<file path="config.mk">
export PLATFORM = sky130hd
export DESIGN_NAME = alu_share_arb4
export DESIGN_NICKNAME = d
export VERILOG_FILES = /design/src/rtl/alu_share_arb4_pkg.sv /design/src/rtl/alu_share_arb4_cells.sv /design/src/rtl/alu_share_arb4_rr_pick4.sv /design/src/rtl/alu_share_arb4.sv
export SDC_FILE = /design/constraint.sdc
export NUM_CORES = 1
export LEC_CHECK = 0
export CORE_MARGIN = 2
export CORE_UTILIZATION = 52
export DETAILED_ROUTE_END_ITERATION = 16
export MAX_ROUTING_LAYER = met4
export PLACE_DENSITY = 0.86
export SETUP_SLACK_MARGIN = 0.1
export SLEW_MARGIN = 40
export SYNTH_ARGS = -nofsm -noshare
export SYNTH_HDL_FRONTEND = slang
export SYNTH_HIERARCHICAL = 1
export SYNTH_SLANG_ARGS = --single-unit
export TNS_END_PERCENT = 50
</file>
<file path="constraint.sdc">
create_clock -name i_clk -period 6.3 [get_ports i_clk]
set_input_delay 0.63 -clock i_clk [delete_from_list [all_inputs] [get_ports i_clk]]
set_output_delay 0.63 -clock i_clk [all_outputs]
set_load 0.01 [all_outputs]
</file>
<file path="src/rtl/alu_share_arb4_pkg.sv">
// Shared definitions for the 4-way shared 8-bit ALU arbiter: opcodes, FSM states
// and a one-hot to index helper.
package alu_share_arb4_pkg;

    typedef enum logic [1:0] {
        ST_IDLE = 2'b00,
        ST_EXEC = 2'b01,
        ST_DONE = 2'b10
    } state_t;

    localparam logic [1:0] OP_ADD = 2'b00;
    localparam logic [1:0] OP_SUB = 2'b01;
    localparam logic [1:0] OP_AND = 2'b10;
    localparam logic [1:0] OP_OR  = 2'b11;

    function automatic logic [1:0] onehot_to_idx(input logic [3:0] oh);
        logic [1:0] idx;
        idx = 2'd0;
        for (int k = 0; k < 4; k++) begin
            if (oh[k]) idx = 2'(k);
        end
        return idx;
    endfunction

endpackage

</file>
<file path="src/rtl/alu_share_arb4_cells.sv">
// Behavioural models of the 8-bit library cells the shared ALU path is built from.
module adder8b (
    input  logic [7:0] i_a,
    input  logic [7:0] i_b,
    input  logic       i_cin,
    output logic [7:0] o_sum,
    output logic       o_cout
);
    assign {o_cout, o_sum} = {1'b0, i_a} + {1'b0, i_b} + {8'd0, i_cin};
endmodule

module and8b (
    input  logic [7:0] i_a,
    input  logic [7:0] i_b,
    output logic [7:0] o_y
);
    assign o_y = i_a & i_b;
endmodule

module or8b (
    input  logic [7:0] i_a,
    input  logic [7:0] i_b,
    output logic [7:0] o_y
);
    assign o_y = i_a | i_b;
endmodule

module not8b (
    input  logic [7:0] i_a,
    output logic [7:0] o_y
);
    assign o_y = ~i_a;
endmodule

module mux8_4to1b (
    input  logic [7:0] i_d0,
    input  logic [7:0] i_d1,
    input  logic [7:0] i_d2,
    input  logic [7:0] i_d3,
    input  logic [1:0] i_sel,
    output logic [7:0] o_y
);
    always_comb begin
        case (i_sel)
            2'd0:    o_y = i_d0;
            2'd1:    o_y = i_d1;
            2'd2:    o_y = i_d2;
            default: o_y = i_d3;
        endcase
    end
endmodule

</file>
<file path="src/rtl/alu_share_arb4_rr_pick4.sv">
// Combinational round-robin picker: first requester at or after i_ptr wins.
module rr_pick4 (
    input  logic [3:0] i_req,
    input  logic [1:0] i_ptr,
    output logic [3:0] o_win,
    output logic       o_any
);
    logic [1:0] w_idx;
    logic       w_found;

    always_comb begin
        o_win   = 4'b0000;
        o_any   = |i_req;
        w_idx   = 2'd0;
        w_found = 1'b0;
        for (int k = 0; k < 4; k++) begin
            w_idx = i_ptr + 2'(k);
            if (i_req[w_idx] && !w_found) begin
                o_win[w_idx] = 1'b1;
                w_found      = 1'b1;
            end
        end
    end
endmodule

</file>
<file path="src/rtl/alu_share_arb4.sv">
// Round-robin sequencer sharing one 8-bit ALU (library cells) among 4 requesters;
// one operation every 3 cycles with a registered result and one-cycle valid.
//
// state | meaning
// IDLE  | arbitrate; on a request latch winner's operands and raise gnt
// EXEC  | ALU evaluates latched operands; result registered at the edge
// DONE  | valid pulse for the served requester; req not sampled
module alu_share_arb4
    import alu_share_arb4_pkg::*;
(
    input  logic        i_clk,
    input  logic        i_rst,
    input  logic [3:0]  i_req,
    input  logic [31:0] i_a_in,
    input  logic [31:0] i_b_in,
    input  logic [7:0]  i_op_in,
    output logic [3:0]  o_gnt,
    output logic [3:0]  o_valid,
    output logic [7:0]  o_res_out,
    output logic        o_carry_out,
    output logic        o_zero_out
);
    state_t     r_state;
    logic [1:0] r_ptr;
    logic [1:0] r_idx;
    logic [7:0] r_a;
    logic [7:0] r_b;
    logic [1:0] r_op;

    logic [3:0] w_win;
    logic       w_any;
    logic [1:0] w_widx;
    logic [7:0] w_a_sel;
    logic [7:0] w_b_sel;
    logic [1:0] w_op_sel;
    logic [7:0] w_b_n;
    logic [7:0] w_b_eff;
    logic       w_cin;
    logic [7:0] w_sum;
    logic       w_cout;
    logic [7:0] w_and;
    logic [7:0] w_or;
    logic [7:0] w_res;
    logic       w_carry;

    rr_pick4 u_pick (
        .i_req (i_req),
        .i_ptr (r_ptr),
        .o_win (w_win),
        .o_any (w_any)
    );

    assign w_widx = onehot_to_idx(w_win);

    mux8_4to1b u_a_sel (
        .i_d0 (i_a_in[7:0]),   .i_d1 (i_a_in[15:8]),
        .i_d2 (i_a_in[23:16]), .i_d3 (i_a_in[31:24]),
        .i_sel(w_widx),        .o_y  (w_a_sel)
    );

    mux8_4to1b u_b_sel (
        .i_d0 (i_b_in[7:0]),   .i_d1 (i_b_in[15:8]),
        .i_d2 (i_b_in[23:16]), .i_d3 (i_b_in[31:24]),
        .i_sel(w_widx),        .o_y  (w_b_sel)
    );

    always_comb begin
        case (w_widx)
            2'd0:    w_op_sel = i_op_in[1:0];
            2'd1:    w_op_sel = i_op_in[3:2];
            2'd2:    w_op_sel = i_op_in[5:4];
            default: w_op_sel = i_op_in[7:6];
        endcase
    end

    // SUB is A + ~B + 1, so B is inverted and Cin raised only for SUB
    not8b u_not_b (.i_a(r_b), .o_y(w_b_n));

    mux8_4to1b u_b_eff (
        .i_d0 (r_b),  .i_d1 (w_b_n),
        .i_d2 (r_b),  .i_d3 (r_b),
        .i_sel(r_op), .o_y  (w_b_eff)
    );

    assign w_cin = (r_op == OP_SUB);

    adder8b u_add (
        .i_a   (r_a),
        .i_b   (w_b_eff),
        .i_cin (w_cin),
        .o_sum (w_sum),
        .o_cout(w_cout)
    );

    and8b u_and (.i_a(r_a), .i_b(r_b), .o_y(w_and));
    or8b  u_or  (.i_a(r_a), .i_b(r_b), .o_y(w_or));

    mux8_4to1b u_res (
        .i_d0 (w_sum), .i_d1 (w_sum),
        .i_d2 (w_and), .i_d3 (w_or),
        .i_sel(r_op),  .o_y  (w_res)
    );

    assign w_carry = ~r_op[1] & w_cout;

    always_ff @(posedge i_clk or posedge i_rst) begin
        if (i_rst) begin
            r_state     <= ST_IDLE;
            r_ptr       <= 2'd0;
            r_idx       <= 2'd0;
            r_a         <= 8'd0;
            r_b         <= 8'd0;
            r_op        <= OP_ADD;
            o_gnt       <= 4'b0000;
            o_valid     <= 4'b0000;
            o_res_out   <= 8'd0;
            o_carry_out <= 1'b0;
            o_zero_out  <= 1'b1;
        end else begin
            case (r_state)
                ST_IDLE: begin
                    if (w_any) begin
                        o_gnt   <= w_win;
                        r_idx   <= w_widx;
                        r_a     <= w_a_sel;
                        r_b     <= w_b_sel;
                        r_op    <= w_op_sel;
                        r_ptr   <= w_widx + 2'd1;
                        r_state <= ST_EXEC;
                    end else begin
                        o_gnt <= 4'b0000;
                    end
                end
                ST_EXEC: begin
                    o_res_out   <= w_res;
                    o_carry_out <= w_carry;
                    o_zero_out  <= (w_res == 8'd0);
                    o_valid     <= 4'b0001 << r_idx;
                    o_gnt       <= 4'b0000;
                    r_state     <= ST_DONE;
                end
                ST_DONE: begin
                    o_valid <= 4'b0000;
                    r_state <= ST_IDLE;
                end
                default: begin
                    o_gnt   <= 4'b0000;
                    o_valid <= 4'b0000;
                    r_state <= ST_IDLE;
                end
            endcase
        end
    end

endmodule

</file>
==> run_results.csv, run 1 <==
group,metric,value,unit
critical_path,cp-endpoint,"r_op[0]$_DFFE_PP0P_",
final_layout,nFillCells,462,
critical_path,r2r-end,"r_op[0]$_DFFE_PP0P_",
drt,dr.pass1.iters,4,
global_routing,antenna_found_initial,0,
critical_path,r2r_setup_slack,2330,ps
pwr,clock_power_share,6.1,%
sta,fmax,249.2,MHz
floorplan,io-pin-count,96,
final_layout,antennaDiodeCount,0,
critical_path,end_kind,"flop",
placement,gp_congestion,0.8654,
pwr,p_sw_share,41.09,%
sta,hold_viol,0,
min_path,holdPathStages,2,
placement,dp_hpwl,5.518,mm
drt,finalWirelength,6.756,mm
sta,slew_viol_final,0,
synthesis,async_flop_share,100.0,%
final_layout,seq_area,1052,µm²
drt,first_iter_violations,210,
synthesis,syn_area_per_cell,12.31,µm²
critical_path,crit_family,"multiplexers",
synthesis,syn_area,3337,µm²
global_routing,grt_pass1_vias,2518,
final_layout,fin_nets,460,
pwr,p_total,2.909,mW
sta,skew,3.078,ps
final_layout,postLayoutCoreUtil,69.90,%
critical_path,cp_num_buf_inv,3,
global_routing,grtUsageTotal,20.98,%
clocking,cts_hold_buf,0,
critical_path,critical_path_class,"in -> reg",
critical_path,cp_max_fo,18,
clocking,tritoncts,"yes",
pwr,intPower,1.713,mW
outcome,status,"completed",
pwr,irDropWorstVdd,343.7,µV
final_layout,area_growth,31.50,%
drt,vias,2495,
critical_path,critPathMaxStageDelay,620,ps
floorplan,row_count,29,
pwr,p_leak,1.781,nW
critical_path,required,6480,ps
floorplan,die_area,7074,µm²
critical_path,timing.rr.start,"r_ptr[0]$_DFFE_PP0P_",
critical_path,crit_path_top_delay_cell,"mux4_2",
placement,port_buffers,95,
drt,drc,0,
drt,detail_route.wl_per_cell,15.32,µm
clocking,clock-root-buffer,"clkbuf_8",
clocking,cts_made_buffers,5,
floorplan,die_h,84.11,µm
synthesis,synthFlopType,"dfrtp_1",
synthesis,yosys_warnings,6,
synthesis,synth_edf_count,0,
sta,setup_viol,0,
drt,ant_nets,0,
synthesis,synth.distinct_cells,41,
sta,fin_crit_sh,63.71,%
clocking,h-tree-depth,2,
pwr,switchingPower,1.195,mW
synthesis,synthCells,271,
critical_path,path_cells,"clkdlybuf4s50_1 > mux4_2 > nor4b_4 > nand2_1 > o211ai_1 > inv_1 > a21oi_1 > inv_2 > ha_1 > a222oi_1 > mux2i_1 > mux2_2",
sta,final.setup.tns,0,ps
drt,vias_per_cell,5.658,
min_path,hp-class,"reg -> reg",
clocking,cts.clk_slew.worst_paths,70,ps
pwr,pwr-share-comb,74.2,%
clocking,cts_resized,0,
sta,rsz0062_at_grt,"false",
clocking,cts_buffer_depth,2,
floorplan,floorplan.initialDensity,53.16,%
clocking,clock_latency,290,ps
critical_path,cp.depth,12,
final_layout,multi_input_area,2073,µm²
synthesis,synth-seq-cells,42,
pwr,p_per_area,662.8,nW/µm²
final_layout,drive_gt1_share,22.53,%
clocking,cts.sinks,42,
flow_run,drv_cap,0,
critical_path,worstSetupStartpointType,"input port",
sta,fin_crit,4013,ps
global_routing,grt_pass1_wl,11.67,mm
critical_path,r2r_cells,13,
global_routing,grt.overflow.total,0,
clocking,cts_setup_buffers,0,
pwr,p_seq_share,19.7,%
critical_path,worst_ep_arrival_time,4190,ps
synthesis,synth-seq-area-share,31.53,%
global_routing,grt_max_degree,43,
floorplan,dieWidth,84.11,µm
floorplan,core_area,6277,µm²
critical_path,startpoint,"i_req[3]",
synthesis,syn_nets,368,
sta,slew_headroom,48.95,%
sta,tightest_slew,765.8,ps
-- cell usage in the layout (no fill, tap or decap), types with 3 or more instances in the layout --
master            n
and2_1            8
a21oi_1          16
nor2b_1           4
nand2_1           8
buf_4             4
nand3_1           4
a22oi_1           4
dfrtp_1          41
ha_1             17
nor4_1            3
mux4_2           34
clkdlybuf4s50_1  95
o211ai_1          4
nor2_1           13
or2_1             8
nand3b_1          3
inv_1            23
nand2b_1          3
mux2_2           27
o21ai_0           3
mux2i_1           4
clkbuf_8          6
a21o_2            4
-- cells in the mapped netlist (3+ instances only) --
cell | count | area [µm²]
dfrtp_1 | 41 | 1026
mux4_2 | 34 | 765.7
mux2_2 | 27 | 304.0
inv_1 | 24 | 90.09
ha_1 | 17 | 212.7
a21oi_1 | 16 | 80.08
nor2_1 | 13 | 48.80
and2_1 | 8 | 50.05
nand2_1 | 8 | 30.03
or2_1 | 8 | 50.05
buf_6 | 7 | 78.83
a21o_2 | 4 | 35.03
a22oi_1 | 4 | 30.03
clkbuf_2 | 4 | 20.02
mux2i_1 | 4 | 40.04
nand3_1 | 4 | 20.02
nor2b_1 | 4 | 25.02
o211ai_1 | 4 | 30.03
nand2b_1 | 3 | 18.77
nand3b_1 | 3 | 22.52
nor4_1 | 3 | 18.77
o21ai_0 | 3 | 15.01
-- layout make-up --
class	instances	share of cell area (%)
multi-input combinational	190	47.25
timing repair buffer	99	22.36
clock buffer	7	1.967
clock inverter	1	0.1141
sequential	42	23.98
tap	77	2.196
inverter	25	2.139
-- registers in the layout, indices dropped and copies added, names as in the netlist --
name         cells
o_res_out        8
r_a              8
r_b              8
o_gnt            4
o_valid          4
r_idx            2
r_op             2
r_ptr            2
r_state          2
o_carry_out      1
o_zero_out       1
-- worst min-delay path by stage --
stage / to / from
floorplan: o_zero_out$_DFFE_PP1P_ / o_zero_out$_DFFE_PP1P_
global placement: o_zero_out$_DFFE_PP1P_ / o_zero_out$_DFFE_PP1P_
detailed placement: o_zero_out$_DFFE_PP1P_ / o_zero_out$_DFFE_PP1P_
CTS: o_zero_out$_DFFE_PP1P_ / o_zero_out$_DFFE_PP1P_
global route: o_res_out[2]$_DFFE_PP0P_ / o_res_out[2]$_DFFE_PP0P_
finish: o_zero_out$_DFFE_PP1P_ / o_zero_out$_DFFE_PP1P_
-- cells by family (layout without fill, tap and decap cells) --
| group | Yosys count | count (layout) | synth area share (%) |
|---|---|---|---|
| and+or+nand+nor | 60 | 60 | 10.57 |
| xor gates and xnor gates | 4 | 4 | 1.050 |
| AOI/OAI and AO/OA | 40 | 40 | 8.099 |
| buffers and inverters | 39 | 132 | 6.337 |
| muxes | 67 | 67 | 34.83 |
| DFF | 42 | 42 | 31.53 |
| adders and majority gates | 19 | 19 | 7.574 |
-- power groups by stage --
| stage | Combinational (mW) | Sequential, mW | Clock (mW) |
|---|---|---|---|
| floorplan | 1.80 | 0.541 | 0 |
| global placement | 2.07 | 0.572 | 0 |
| detailed placement | 2.16 | 0.581 | 0 |
| CTS | 2.17 | 0.577 | 0.181 |
| global route | 2.36 | 0.609 | 0.191 |
| finish | 2.16 | 0.574 | 0.176 |
-- per-stage QoR --
stage / hold slack [ps] / cells / instance area (µm²) / worst slack [ps]
floorplan: 486.1 / 271 / 3337 / 3026
CTS: 502.4 / 441 / 4388 / 2290
global placement: 475.9 / 431 / 4282 / 1976
detailed placement: 490.3 / 433 / 4297 / 2045
finish: 494.3 / 441 / 4388 / 2287
global route: 532.8 / 441 / 4388 / 2020
-- worst min-delay path: stages (launching register included) --
cell and delay (ps):
dfstp_2 370, inv_1 40, o21ai_0 80
-- layer usage --
metal,global-route usage (%),vias up,wire [µm],share of wire (%)
li1,-,1204,-,-
met1,28.31,1210,2957,44
met2,34.70,76,3463,51
met3,2.967,5,293,4.3
met4,3.519,0,41,0.61
met5,-,-,0,0
Note: power is estimated with default switching activity, not from simulation.
==> run 2, diff against run 1 <==
--- a/config.mk
+++ b/config.mk
@@ -6,10 +6,10 @@
 export NUM_CORES = 1
 export LEC_CHECK = 0
 export CORE_MARGIN = 2
-export CORE_UTILIZATION = 52
+export CORE_UTILIZATION = 49
 export DETAILED_ROUTE_END_ITERATION = 16
 export MAX_ROUTING_LAYER = met4
-export PLACE_DENSITY = 0.86
+export PLACE_DENSITY = 0.82
 export SETUP_SLACK_MARGIN = 0.1
 export SLEW_MARGIN = 40
 export SYNTH_ARGS = -nofsm -noshare
==> constraint.sdc (replaced) <==
create_clock -name i_clk -period 3.7 [get_ports i_clk]
set_input_delay 0.37 -clock i_clk [delete_from_list [all_inputs] [get_ports i_clk]]
set_output_delay 0.37 -clock i_clk [all_outputs]
set_load 0.01 [all_outputs]
==> run 2 against run 1 <==
  * Cell area up 1.4%
  * Via count up 0.92%
  * Non-clock buffer count up 6
  * Global-route usage down 0.94 points
  * Critical endpoint is now o_zero_out$_DFFE_PP1P_
  * Largest power group unchanged
==> run_results.csv, run 2 (synthesis results as in run 1) <==
group,metric,value,unit
flow_run,drv_cap,0,
drt,first_iter_violations,171,
drt,dr.pass1.iters,4,
clocking,cts_made_buffers,5,
final_layout,antennaDiodeCount,0,
sta,fmax,287.1,MHz
sta,final.setup.tns,0,ps
clocking,cts_hold_buf,0,
critical_path,worstSetupStartpointType,"flop",
drt,vias_per_cell,5.596,
drt,vias,2518,
clocking,clock_latency,290,ps
placement,gp_congestion,0.8456,
floorplan,row_count,30,
final_layout,mostFrequentLayoutCell,"clkdlybuf4s50_1",
final_layout,most-common-layout-cells,"95 x clkdlybuf4s50_1, 39 x dfrtp_1, 34 x mux4_2",
clocking,cts_buffer_depth,2,
clocking,cts_resized,0,
global_routing,grt_max_degree,27,
sta,tightest_slew,523.3,ps
clocking,cts.sinks,42,
clocking,tritoncts,"yes",
global_routing,grtUsageTotal,20.03,%
final_layout,drive_gt1_share,24.86,%
floorplan,dieWidth,86.53,µm
drt,finalWirelength,6.824,mm
critical_path,required,3910,ps
floorplan,io-pin-count,96,
pwr,p_per_area,1146,nW/µm²
pwr,p_leak,1.809,nW
final_layout,largestRegisters,"o_res_out: 8 flops, r_a: 8 flops, r_b: 8 flops",
sta,slew_headroom,64.95,%
drt,ant_nets,0,
clocking,cts.clk_slew.worst_paths,80,ps
global_routing,grt_pass1_wl,11.53,mm
critical_path,critical_path_class,"reg -> reg",
sta,hold_viol,0,
critical_path,worst_ep_arrival_time,3690,ps
critical_path,end_kind,"flop",
placement,dp_hpwl,5.575,mm
critical_path,cp_max_fo,7,
sta,rsz0062_at_grt,"true",
placement,port_buffers,95,
final_layout,fin_nets,466,
floorplan,core_area,6681,µm²
placement,place_ws,121.9,ps
floorplan,die_area,7487,µm²
pwr,irDropWorstVdd,469.8,µV
sta,fin_crit_sh,94.15,%
final_layout,area_growth,33.37,%
final_layout,multi_input_area,2082,µm²
sta,fin_crit,3484,ps
drt,drc,0,
sta,skew,4.854,ps
clocking,clock-root-buffer,"clkbuf_8",
clocking,h-tree-depth,2,
final_layout,seq_area,1055,µm²
global_routing,antenna_found_initial,0,
drt,detail_route.wl_per_cell,15.16,µm
global_routing,grt.overflow.total,0,
floorplan,floorplan.initialDensity,49.94,%
sta,setup_viol,0,
pwr,p_total,5.102,mW
sta,worst_slack,216.3,ps
global_routing,grt_pass1_vias,2467,
placement,dpl_cell_area,4349,µm²
min_path,hp-class,"in -> async",
outcome,status,"completed",
clocking,cts_setup_buffers,0,
final_layout,design_area,4451,µm²
sta,slew_viol_final,0,
final_layout,nFillCells,520,
floorplan,die_h,86.53,µm
[run 2: cell types whose count changed in the layout (fill, tap and decap cells not counted), sizes merged]
cell / delta
clkbuf: -1
buf: +6
clkinv: +1
[run 2: report_power, final]
group	switching, mW	internal (mW)
clock	0.150	0.131
combinational	1.71	2.16
sequential	0.241	0.704
total	2.10	3.00
[run 2: worst paths after layout]
check | slack (ps) | startpoint | cells past startpoint | endpoint
max in group asynchronous | 2590 | i_rst | 3 | o_zero_out$_DFFE_PP1P_
setup reg to reg | 220 | r_b[0]$_DFFE_PP0P_ | 11 | o_zero_out$_DFFE_PP1P_
setup / recovery | 220 | r_b[0]$_DFFE_PP0P_ | 11 | o_zero_out$_DFFE_PP1P_
min in group i_clk | 500 | o_zero_out$_DFFE_PP1P_ | 2 | o_zero_out$_DFFE_PP1P_
hold reg to reg | 500 | o_zero_out$_DFFE_PP1P_ | 2 | o_zero_out$_DFFE_PP1P_
hold / removal | 430 | i_rst | 2 | o_valid[0]$_DFFE_PP0N_
[run 2: final cells by class]
class                      count  area share, %
inverter                      25          2.109
tap                           80          2.249
clock inverter                 2         0.2249
clock buffer                   6          1.631
timing repair buffer         105          23.31
multi-input combinational    190          46.78
sequential                    42          23.70
[run 2: per-layer routing]
metal  GRT usage [%]  vias to the layer above  share of wire, %
li1                -                     1217                 -
met1           27.27                     1197                44
met2           32.38                       97                50
met3           3.143                        7               5.3
met4           3.977                        0               1.1
met5               -                        -                 0
[run 2: through the flow]
stage          instances  utilization (%)  hold WS, ps
4_1_cts              450            66.33        454.8
2_1_floorplan        271                -        486.1
6_report             450            66.61        428.5
5_1_grt              450            66.61        485.4
3_5_place_dp         442            65.09        499.1
3_3_place_gp         441            64.93        479.3
[run 2: critical path, stage by stage, from the launching register on]
cell and delay, ps:
dfrtp_2 440, mux4_2 490, fa_1 460, fa_1 430
a21oi_1 240, nor2_1 80, nor2_2 140, xnor2_1 110
mux4_2 510, nor4_2 260, nand3_1 110, o21ai_0 120
==> run 3, diff against run 2 <==
--- a/config.mk
+++ b/config.mk
@@ -7,6 +7,7 @@
 export LEC_CHECK = 0
 export CORE_MARGIN = 2
 export CORE_UTILIZATION = 49
+export CTS_CLUSTER_DIAMETER = 30
 export DETAILED_ROUTE_END_ITERATION = 16
 export MAX_ROUTING_LAYER = met4
 export PLACE_DENSITY = 0.82
==> results of run 3 <==
Final layout, timing and power as in run 2 (identical DEF).
